## src/rtl/mem_port_arbiter.sv

```systemverilog
// Single-port memory arbiter for store, load and instruction-fetch requesters.
// One read outstanding at a time; fetch is force-granted after STARVE_MAX lost cycles.
module mem_port_arbiter #(
  parameter int ADDR_W     = 11,
  parameter int DATA_W     = 32,
  parameter int STARVE_MAX = 3
) (
  input  logic              clk,
  input  logic              reset,
  input  logic              ir_req,
  input  logic [ADDR_W-1:0] ir_addr,
  output logic              ir_gnt,
  output logic              ir_rvalid,
  output logic [DATA_W-1:0] ir_rdata,
  input  logic              ld_req,
  input  logic [ADDR_W-1:0] ld_addr,
  output logic              ld_gnt,
  output logic              ld_rvalid,
  output logic [DATA_W-1:0] ld_rdata,
  input  logic              st_req,
  input  logic [ADDR_W-1:0] st_addr,
  input  logic [DATA_W-1:0] st_wdata,
  output logic              st_gnt,
  output logic              mem_en,
  output logic              mem_we,
  output logic [ADDR_W-1:0] mem_addr,
  output logic [DATA_W-1:0] mem_wdata,
  input  logic              mem_ready,
  input  logic              mem_rvalid,
  input  logic [DATA_W-1:0] mem_rdata,
  output logic              fetch_stall,
  output logic              protocol_err
);

  localparam int CNT_W = (STARVE_MAX < 1) ? 1 : $clog2(STARVE_MAX + 1);
  localparam logic [CNT_W-1:0] STARVE_LIM = CNT_W'(STARVE_MAX);

  typedef enum logic {IDLE, RD_WAIT} state_t;
  typedef enum logic [1:0] {OWN_NONE, OWN_IR, OWN_LD} owner_t;

  state_t            state_q, state_d;
  owner_t            owner_q, owner_d;
  logic [CNT_W-1:0]  starve_q, starve_d;
  logic              ir_rvalid_q, ir_rvalid_d;
  logic              ld_rvalid_q, ld_rvalid_d;
  logic [DATA_W-1:0] ir_rdata_q, ir_rdata_d;
  logic [DATA_W-1:0] ld_rdata_q, ld_rdata_d;
  logic              protocol_err_q, protocol_err_d;
  logic              issue;
  logic              fetch_forced;

  always_comb begin
    state_d        = state_q;
    owner_d        = owner_q;
    starve_d       = starve_q;
    ir_rvalid_d    = 1'b0;
    ld_rvalid_d    = 1'b0;
    ir_rdata_d     = ir_rdata_q;
    ld_rdata_d     = ld_rdata_q;
    protocol_err_d = protocol_err_q;
    ir_gnt         = 1'b0;
    ld_gnt         = 1'b0;
    st_gnt         = 1'b0;
    mem_en         = 1'b0;
    mem_we         = 1'b0;
    mem_addr       = '0;
    mem_wdata      = '0;

    // A returning read in the same cycle blocks issue; reset holds every grant low.
    issue        = (state_q == IDLE) && !reset && mem_ready && !mem_rvalid
                   && (ir_req || ld_req || st_req);
    fetch_forced = ir_req && (starve_q == STARVE_LIM);

    if (issue) begin
      mem_en = 1'b1;
      if (fetch_forced || (!st_req && !ld_req)) begin
        ir_gnt   = 1'b1;
        mem_addr = ir_addr;
        state_d  = RD_WAIT;
        owner_d  = OWN_IR;
      end else if (st_req) begin
        st_gnt    = 1'b1;
        mem_we    = 1'b1;
        mem_addr  = st_addr;
        mem_wdata = st_wdata;
      end else begin
        ld_gnt   = 1'b1;
        mem_addr = ld_addr;
        state_d  = RD_WAIT;
        owner_d  = OWN_LD;
      end
    end

    case (state_q)
      IDLE: begin
        if (mem_rvalid) protocol_err_d = 1'b1;
      end
      RD_WAIT: begin
        if (mem_rvalid) begin
          state_d = IDLE;
          owner_d = OWN_NONE;
          if (owner_q == OWN_IR) begin
            ir_rvalid_d = 1'b1;
            ir_rdata_d  = mem_rdata;
          end else if (owner_q == OWN_LD) begin
            ld_rvalid_d = 1'b1;
            ld_rdata_d  = mem_rdata;
          end
        end
      end
      default: state_d = IDLE;
    endcase

    if (!ir_req || ir_gnt) begin
      starve_d = '0;
    end else if ((st_gnt || ld_gnt) && (starve_q != STARVE_LIM)) begin
      starve_d = starve_q + 1'b1;
    end

    fetch_stall = ir_req && !ir_gnt;
  end

  always_ff @(posedge clk or posedge reset) begin
    if (reset) begin
      state_q        <= IDLE;
      owner_q        <= OWN_NONE;
      starve_q       <= '0;
      ir_rvalid_q    <= 1'b0;
      ld_rvalid_q    <= 1'b0;
      ir_rdata_q     <= '0;
      ld_rdata_q     <= '0;
      protocol_err_q <= 1'b0;
    end else begin
      state_q        <= state_d;
      owner_q        <= owner_d;
      starve_q       <= starve_d;
      ir_rvalid_q    <= ir_rvalid_d;
      ld_rvalid_q    <= ld_rvalid_d;
      ir_rdata_q     <= ir_rdata_d;
      ld_rdata_q     <= ld_rdata_d;
      protocol_err_q <= protocol_err_d;
    end
  end

  assign ir_rvalid    = ir_rvalid_q;
  assign ld_rvalid    = ld_rvalid_q;
  assign ir_rdata     = ir_rdata_q;
  assign ld_rdata     = ld_rdata_q;
  assign protocol_err = protocol_err_q;

endmodule

```

## config.mk

```make
export PLATFORM = sky130hd
export DESIGN_NAME = mem_port_arbiter
export DESIGN_NICKNAME = d
export VERILOG_FILES = /design/src/rtl/mem_port_arbiter.sv
export SDC_FILE = /design/constraint.sdc
export NUM_CORES = 1
export LEC_CHECK = 0
export BUFFER_PORTS_ARGS = -buffer_cell sky130_fd_sc_hd__clkbuf_2
export CORE_MARGIN = 8
export CORE_UTILIZATION = 43
export CTS_CLUSTER_SIZE = 25
export DETAILED_ROUTE_END_ITERATION = 12
export PLACE_DENSITY = 0.88
export SKIP_CTS_REPAIR_TIMING = 1
export SLEW_MARGIN = 5
export SYNTH_ARGS = -nofsm -noshare
export SYNTH_HDL_FRONTEND = slang
export SYNTH_SLANG_ARGS = --single-unit
```

## constraint.sdc

```tcl
create_clock -name clk -period 2.3 [get_ports clk]
set_input_delay 0.115 -clock clk [delete_from_list [all_inputs] [get_ports clk]]
set_output_delay 0.115 -clock clk [all_outputs]
set_load 0.1 [all_outputs]
```

==> results of run 1 <==
Yosys cell counts:
cell / n
dfrtp_1: 72
mux2_2: 64
and2_1: 33
clkbuf_1: 14
a21o_1: 12
nand2_1: 12
a21oi_1: 11
nand3_1: 11
nand3b_1: 11
inv_1: 6
buf_6: 5
a21boi_0: 2
a2bb2oi_1: 2
a31oi_1: 2
nor2_1: 2
nor3_1: 2
a211oi_1: 1
and2_0: 1
and3_1: 1
buf_1: 1
buf_2: 1
buf_4: 1
ha_1: 1
nand2b_1: 1
nand4_1: 1
nand4b_1: 1
nor3b_4: 1
nor4b_1: 1
nor4b_4: 1
o21a_1: 1
o21bai_1: 1
o22ai_1: 1
or3_1: 1
or4b_4: 1
worst paths after layout:
| check | cells past startpoint | to | slack (ns) | start |
|---|---|---|---|---|
| min in group asynchronous | 3 | state_q | 0.51 | reset |
| max in group asynchronous | 4 | protocol_err | 1.15 | reset |
| max | 6 | mem_wdata[27] | 0.01 | state_q |
| max reg2reg | 4 | owner_q[1] | 0.47 | state_q |
| min | 2 | ir_rdata[15] | 0.02 | mem_rdata[15] |
| min reg2reg | 1 | protocol_err | 0.47 | protocol_err |
kinds of logic after synthesis:
group,Yosys count
simple gates,81
compound gates,33
mux,64
buf+inv,28
flops,72
fa+ha+maj,1
cell type report:
class | instances | share of cell area (%)
clock buffer | 10 | 2.235
clock inverter | 6 | 1.578
timing repair buffer | 238 | 35.15
sequential | 72 | 31.58
tap | 102 | 2.235
antenna | 2 | 0.08766
multi-input combinational | 179 | 26.74
inverter | 6 | 0.3945
power by group through the flow:
stage	Clock, uW	Combinational (uW)	Sequential [uW]
2_1_floorplan	0	525	4080
3_3_place_gp	0	3460	1750
3_5_place_dp	0	3500	1780
4_1_cts	1110	3500	1760
5_1_grt	1190	3590	1800
6_report	1090	3500	1760
registers in the layout, summed over array words and instances, names as in the netlist:
| name | cells |
|---|---|
| ir_rdata | 32 |
| ir_rvalid | 1 |
| ld_rdata | 32 |
| ld_rvalid | 1 |
| owner_q | 2 |
| protocol_err | 1 |
| starve_q | 2 |
| state_q | 1 |
layer usage:
layer  vias up  global-route usage [%]  share of wire [%]
met5         -                       0                  0
met4         0                   5.403                3.5
met3        25                   7.985                8.1
met1      1498                   20.45                 34
li1       1417                       -                  -
met2       156                   37.92                 54
stage by stage:
stage                     worst slack (ns)  hold WS (ns)  setup TNS (ns)
after global routing              -0.05938      0.003425          -1.173
final                              0.01239       0.01986               0
after global placement              0.3615        0.2948               0
after detailed placement            0.2782        0.3116               0
after floorplan                    -0.6160        0.2656          -7.608
after CTS                          -0.1014      -0.05177          -2.645
worst max-delay path: cells and delay by family, from the launching register on:
family | cells | cell delay (ns)
simple gates | 3 | 0.94
buf+inv | 3 | 0.49
flops | 1 | 0.42
==> run metrics, run 1 <==
crit end category=output pin; DRT Pass-1 Iters=4; Power Density=1112 nW/um2; Mapped Nets=384; Initial Util=44.17%; WL final=12,300 um; layout cell share with drive strength beyond 1=69.28%; worst hold-check path type=primary input to register; Flop pwr share=27.7%; multi-input logic area=1526 um2; # setup viols final=0; commonest non-fill, non-tap cell in the layout=clkbuf_2; Gate power share=55.2%; RSZ-0062 raised after global routing=true; Initial DRC Count=117; fillcell total=508; simple-gate area share of the yosys netlist=14.99%; Rows=32; Detail Placement HPWL=9533 um; crit-path max cell delay=0.55 ns; peak supply drop=1010 uV; Num CTS Buffers=9; final slew viol count=0; commonest non-fill, non-tap cells in the layout=clkbuf_2, dfrtp_1, mux2_2; TritonCTS Sinks=72; remaining antenna violation count=0; fmax=0.4371 GHz; CTS root buffer=clkbuf_8; top cells by area, synth=dfrtp_1, mux2_2, and2_1, a21o_1, nand3b_1; Layout Cells excl Fill=615; Clock Latency Late Sink=0.34 ns; crit-path cells=or4b_4 -> nor3b_4 -> buf_4 -> clkbuf_16 -> and2_4 -> buf_12; H-tree Lvls=3; CP max FO=8; synthesized area per cell=12.23 um2; Leakage=0.002979 uW; internal power=2815 uW; Total Power=6346 uW; design area=5709 um2; initial antenna violation count=2; status=complete, no violations; Setup CP Type=register to output pin; Port Buffer Count=219; Clk pwr share=17.1%; post-synthesis mux area share=21.11%; Die W=105.1 um; number of global-route vias before repair=3,279; Slew HR=50.26%; distinct cell type count of the synthesized netlist=34; fin util=73.88%; CP max-delay cell=or4b_4; Worst Path Arrival=2.17 ns; first-pass GRT wire length=17,840 um; aggregate global-route resource usage=20.32%; Cells after DPL=589; crit path time final=2.288 ns; via count=3,096; Die Span Y=105.1 um; Ports=220; GPL Wtd Cong=0.8460; Max Buffers Root-to-Sink=2; clk slew on worst S/H paths=0.08 ns; full die area=11,050 um2; crit share post-route=99.46%; leading area contributor after synthesis=dfrtp_1; post-synthesis compound-gate area fraction=6.415%; Max Clock Skew=0.01372 ns; Yosys top cell area share=52.79%; Mapped Area=3413 um2; main combinational cell family by area after synthesis=multiplexers; Yosys warnings=0; sequential area share after synthesis=52.79%; layout net count=611; Switching Share=55.64%; Post-Synth Adder-Cell Area=0.3666%; Critical Path RT=2.18 ns; # DRC=0; Core Box Area=7727 um2; XOR/XNOR Fraction of Synth Area=0%; Congestion Overflow GR=0; Net Sw Power=3531 uW; wire length per cell=20.00 um; Area after DPL=5356 um2; synthesized flop and latch total=72; CTS tree=done; detailed-route vias per instance=5.034; Syn Inst Count=279; Area Overhead vs Synth=67.27%; sequential cell area=1803 um2; pin count of the biggest net entering global routing=38; Worst Max-Slew Pin Slew=0.7450 ns; CP startpoint kind=register; maxcap violations=0; final hold vios=0
Power figures use the tool's default switching activity.
==> run 2, diff against run 1 <==
--- a/config.mk
+++ b/config.mk
@@ -10,6 +10,7 @@
 export CORE_UTILIZATION = 43
 export CTS_CLUSTER_SIZE = 25
 export DETAILED_ROUTE_END_ITERATION = 12
+export MAX_ROUTING_LAYER = met4
 export PLACE_DENSITY = 0.88
 export SKIP_CTS_REPAIR_TIMING = 1
 export SLEW_MARGIN = 5
==> run 2 against run 1 <==
Combinational power hardly changed. Cell count stayed put. Power hardly changed. Largest cell class unchanged. Critical path type unchanged.
==> run metrics, run 2 (same netlist as run 1, synthesis figures left out) <==
wire length per cell=20.09 um (+0.41%); Switching Share=55.65% (about the same); Area Overhead vs Synth=67.27% (unchanged); commonest non-fill, non-tap cells in the layout=clkbuf_2, dfrtp_1, mux2_2; status=complete, no violations; final slew viol count=0 (unchanged); CP startpoint kind=register; Critical Path RT=2.18 ns (about the same); layout cell share with drive strength beyond 1=69.28% (unchanged); internal power=2815 uW (about the same); Die W=105.1 um (unchanged); Power Density=1112 nW/um2 (about the same); pin count of the biggest net entering global routing=38 (unchanged); Initial DRC Count=130 (+11%); Max Clock Skew=0.01167 ns (-0.002049 ns); Flop pwr share=27.7% (about the same); full die area=11,050 um2 (unchanged); Rows=32 (unchanged); Core Box Area=7727 um2 (unchanged); Leakage=0.002979 uW (unchanged); crit share post-route=99.73% (+0.27 points); Max Buffers Root-to-Sink=2 (unchanged); Initial Util=44.17% (unchanged); Net Sw Power=3532 uW (about the same); Detail Placement HPWL=9533 um (unchanged); Ports=220 (unchanged); commonest non-fill, non-tap cell in the layout=clkbuf_2; Num CTS Buffers=9 (unchanged); fin util=73.88% (unchanged); H-tree Lvls=3 (unchanged); Slew HR=50.27% (about the same); remaining antenna violation count=0 (unchanged); Worst Max-Slew Pin Slew=0.7448 ns (-0.0001717 ns); Die Span Y=105.1 um (unchanged); Congestion Overflow GR=0 (unchanged); Worst Path Arrival=2.18 ns (about the same); RSZ-0062 raised after global routing=true; Setup CP Type=register to output pin; maxcap violations=0 (unchanged); GPL Wtd Cong=0.8593 (+1.6%); first-pass GRT wire length=17,870 um (+0.20%); via count=3,099 (+0.097%); DRT Pass-1 Iters=5 (+1); CTS root buffer=clkbuf_8; Port Buffer Count=219 (unchanged); crit path time final=2.294 ns (+0.006110 ns); aggregate global-route resource usage=20.91% (+0.60 points); Total Power=6348 uW (about the same); final hold slack=0.02085 ns (+0.0009858 ns); # DRC=0 (unchanged); worst hold-check path type=primary input to register; Gate power share=55.2% (about the same); CTS tree=done; final hold vios=0 (unchanged); number of global-route vias before repair=3,294 (+0.46%); WL final=12,350 um (+0.41%); # setup viols final=0 (unchanged); TritonCTS Sinks=72 (unchanged); clk slew on worst S/H paths=0.08 ns (about the same); detailed-route vias per instance=5.039 (about the same); CP max FO=8 (unchanged); peak supply drop=1011 uV (about the same); initial antenna violation count=2 (unchanged); Clock Latency Late Sink=0.34 ns (about the same); fmax=0.4360 GHz (-0.27%); layout net count=611 (unchanged); Clk pwr share=17.1% (about the same); crit end category=output pin
run 2: cell counts in the layout (fill, tap and decap cells not counted):
Identical to the previous run, type by type.
run 2: worst max-delay path, cell delays in order, from the launching register on:
cell	delay, ns
dfrtp_2	0.42
or4b_4	0.55
nor3b_4	0.23
buf_4	0.17
clkbuf_16	0.15
and2_4	0.16
buf_12	0.17
run 2: area by class of cell:
cell class / instances / area [um2]
Antenna cell: 2 / 5.005
Clock buffer: 10 / 127.6
Clock inverter: 6 / 90.09
Fill cell: 508 / 2018
Inverter: 6 / 22.52
Multi-Input combinational cell: 179 / 1526
Sequential cell: 72 / 1803
Tap cell: 102 / 127.6
Timing Repair Buffer: 238 / 2007
run 2: through the flow:
stage	TNS, ns	instance area, um2	std cells	setup slack, ns
floorplan	-7.608	3465	279	-0.6160
global placement	0	5356	589	0.3615
detailed placement	0	5356	589	0.2782
CTS	-2.645	5574	605	-0.1014
global route	-1.172	5709	615	-0.05938
finish	0	5709	615	0.006280
run 2: path summary, 6_finish.rpt:
kind	slack, ns	from	endpoint	cells past startpoint
min in group asynchronous	0.52	reset	state_q	3
hold reg to reg	0.47	protocol_err	protocol_err	1
max in group asynchronous	1.14	reset	protocol_err	4
setup reg to reg	0.46	state_q	owner_q[1]	4
setup / recovery	0.006	state_q	mem_wdata[27]	6
hold / removal	0.02	mem_rdata[19]	ld_rdata[19]	2
run 2: routing by layer:
metal / vias up / share of wire, % / track usage [%]
met5: - / 0 / -
met4: 0 / 3.5 / 5.097
met3: 33 / 6.8 / 6.572
met2: 176 / 54 / 38.24
met1: 1473 / 36 / 21.13
li1: 1417 / - / -
run 2: power groups by stage:
stage          Clock (uW)  Sequential [uW]  Combinational, uW
2_1_floorplan           0             4080                525
3_5_place_dp            0             1780               3500
6_report             1090             1760               3500
4_1_cts              1110             1760               3500
5_1_grt              1180             1800               3580
3_3_place_gp            0             1750               3460
==> run 3, diff against run 2 <==
--- a/config.mk
+++ b/config.mk
@@ -7,11 +7,11 @@
 export LEC_CHECK = 0
 export BUFFER_PORTS_ARGS = -buffer_cell sky130_fd_sc_hd__clkbuf_2
 export CORE_MARGIN = 8
-export CORE_UTILIZATION = 43
+export CORE_UTILIZATION = 40
 export CTS_CLUSTER_SIZE = 25
 export DETAILED_ROUTE_END_ITERATION = 12
 export MAX_ROUTING_LAYER = met4
-export PLACE_DENSITY = 0.88
+export PLACE_DENSITY = 0.83
 export SKIP_CTS_REPAIR_TIMING = 1
 export SLEW_MARGIN = 5
 export SYNTH_ARGS = -nofsm -noshare
==> run 3 against run 2 <==
Cell count did not move. Power shrank 3.3%. Register-to-register slack is essentially flat. Design area down 1.1%. Via count fell by 0.61%. Clock skew hardly changed. Core utilization decreased by 5.5 points. Clock power fell by 18%. Die area up 6.3%. Non-clock buffer count shrank 1. Critical path depth unchanged. Setup slack improved by 0.033 ns. Largest power group unchanged. Highest routed layer unchanged.
==> run metrics, run 3 (same netlist as run 1, synthesis figures left out) <==
status=complete, no violations; CTS tree=done; worst slack at placement=0.3076 ns (+0.02943 ns); CP max-delay cell=or4b_4; worst hold-check path type=primary input to register; fmax=0.4423 GHz (+1.4%); detailed-route vias per instance=5.008 (-0.61%); R2R cell count=4 (unchanged); wire length per cell=19.19 um (-4.5%); Initial DRC Count=99 (-24%); CP max FO=9 (+1); layout cell share with drive strength beyond 1=69.41% (+0.14 points); FF-to-FF End=owner_q[1]; Total Power=6139 uW (-3.3%); RSZ-0062 raised after global routing=true; Setup CP Type=register to output pin; Power Density=1088 nW/um2 (-2.2%); Port Buffer Count=219 (unchanged); Max Buffers Root-to-Sink=2 (unchanged); Congestion Overflow GR=0 (unchanged); Worst setup startpoint=state_q; DRT Pass-1 Iters=4 (-1); CP startpoint kind=register; worst setup path end=mem_wdata[1]; commonest non-fill, non-tap cells in the layout=clkbuf_2, dfrtp_1, mux2_2; final worst slack=0.03896 ns (+0.03268 ns); maxcap violations=0 (unchanged); Area after DPL=5355 um2 (about the same); clk slew on worst S/H paths=0.08 ns (about the same); aggregate global-route resource usage=19.07% (-1.8 points); Initial Util=41.33% (-2.8 points); Worst Path Arrival=2.15 ns (-0.03 ns); crit share post-route=98.31% (-1.4 points); Critical Path RT=2.18 ns (about the same); Area Overhead vs Synth=65.36%; Worst Max-Slew Pin Slew=0.6735 ns (-0.07136 ns); # DRC=0 (unchanged); reg2reg setup slack=0.46 ns (about the same); crit-path cells=or4b_4 -> nor3b_4 -> buf_6 -> clkbuf_16 -> and2_2 -> buf_12; Max Clock Skew=0.01197 ns (+0.0002976 ns); first-pass GRT wire length=17,110 um (-4.2%); Slew HR=54.47% (+4.2 points); GPL Wtd Cong=0.8574 (-0.22%); Ports=220 (unchanged); design area=5644 um2 (-1.1%); crit-path max cell delay=0.54 ns (about the same); final hold vios=0 (unchanged); layout net count=610 (-0.16%); initial antenna violation count=0 (-2); Rows=33 (+3.1%); CTS root buffer=clkbuf_8; crit path time final=2.261 ns (-0.03268 ns); remaining antenna violation count=0 (unchanged); commonest non-fill, non-tap cell in the layout=clkbuf_2; number of global-route vias before repair=3,266 (-0.85%); peak supply drop=1055 uV (+4.4%); Die Span Y=108.4 um (+3.1%); Num CTS Buffers=9 (unchanged); Reg2Reg Launch Point=state_q; H-tree Lvls=3 (unchanged); Detail Placement HPWL=9409 um (-1.3%); TritonCTS Sinks=72 (unchanged); Die W=108.4 um (+3.1%); Clock Latency Late Sink=0.33 ns (about the same); via count=3,080 (-0.61%); WL final=11,800 um (-4.5%); Antenna Cells=0 (-2); Leakage=0.002947 uW (-1.1%); final slew viol count=0 (unchanged); Core Box Area=8258 um2 (+6.9%); # setup viols final=0 (unchanged); full die area=11,750 um2 (+6.3%); crit end category=output pin; pin count of the biggest net entering global routing=35 (-7.9%)
-- run 3: changes by cell type in the layout (fill, tap and decap cells not counted) --
| cell | previous run | this run |
|---|---|---|
| and2_2 | 17 | 22 |
| and2_4 | 15 | 10 |
| bufinv_16 | 2 | 0 |
| diode_2 | 2 | 0 |
| buf_12 | 48 | 47 |
| clkbuf_1 | 1 | 0 |
| clkbuf_8 | 9 | 10 |
| clkinv_2 | 1 | 2 |
| clkinvlp_4 | 1 | 2 |
-- run 3: per-layer routing --
metal | routed length, um | global-route usage, % | vias to the layer above | part of all wire (%)
li1 | - | - | 1419 | -
met2 | 6352 | 33.91 | 142 | 54
met4 | 220 | 5.865 | 0 | 1.9
met1 | 4436 | 21.05 | 1498 | 38
met3 | 790 | 3.629 | 21 | 6.7
met5 | 0 | - | - | 0
-- run 3: worst min path at each step --
stage / startpoint / endpoint / cells past startpoint / slack (ns)
floorplan: mem_rdata[0] / ir_rdata[0] / 1 / 0.27
global placement: reset / protocol_err / 2 / 0.15
detailed placement: reset / protocol_err / 2 / 0.16
CTS: reset / ir_rdata[30] / 2 / -0.21
global route: mem_rdata[23] / ir_rdata[23] / 2 / 0.009
finish: mem_rdata[9] / ld_rdata[9] / 2 / 0.03
-- run 3: area by class of cell --
| cell class | count | area [um2] |
|---|---|---|
| multi-input cells | 179 | 1520 |
| inverters | 6 | 22.52 |
| clock buffers | 10 | 137.6 |
| flip-flops and latches | 72 | 1803 |
| clock inverters | 6 | 42.54 |
| well taps | 105 | 131.4 |
| fillers | 601 | 2614 |
| repair buffers | 237 | 1987 |
-- run 3: worst max-delay path: cells and delay by family, from the launching register on --
| kind | cells | cell delay (ns) |
|---|---|---|
| buffers and inverters | 3 | 0.48 |
| flip-flops | 1 | 0.43 |
| AND/OR/NAND/NOR | 3 | 0.90 |
-- run 3: power by group --
group          switching [uW]  leakage [uW]  internal, uW
logic                    2880       0.00192           605
clock network             471     0.0000891           425
registers                 169      0.000937          1590
-- run 3: per-stage QoR --
step / util (%) / std cells / TNS [ns] / hold slack, ns
6_report: 68.35 / 615 / 0 / 0.02568
5_1_grt: 68.35 / 615 / -0.2799 / 0.009162
2_1_floorplan: - / 279 / -7.608 / 0.2656
3_5_place_dp: 64.85 / 593 / 0 / 0.1581
3_3_place_gp: 64.85 / 593 / 0 / 0.1542
4_1_cts: 67.03 / 609 / -1.398 / -0.2095
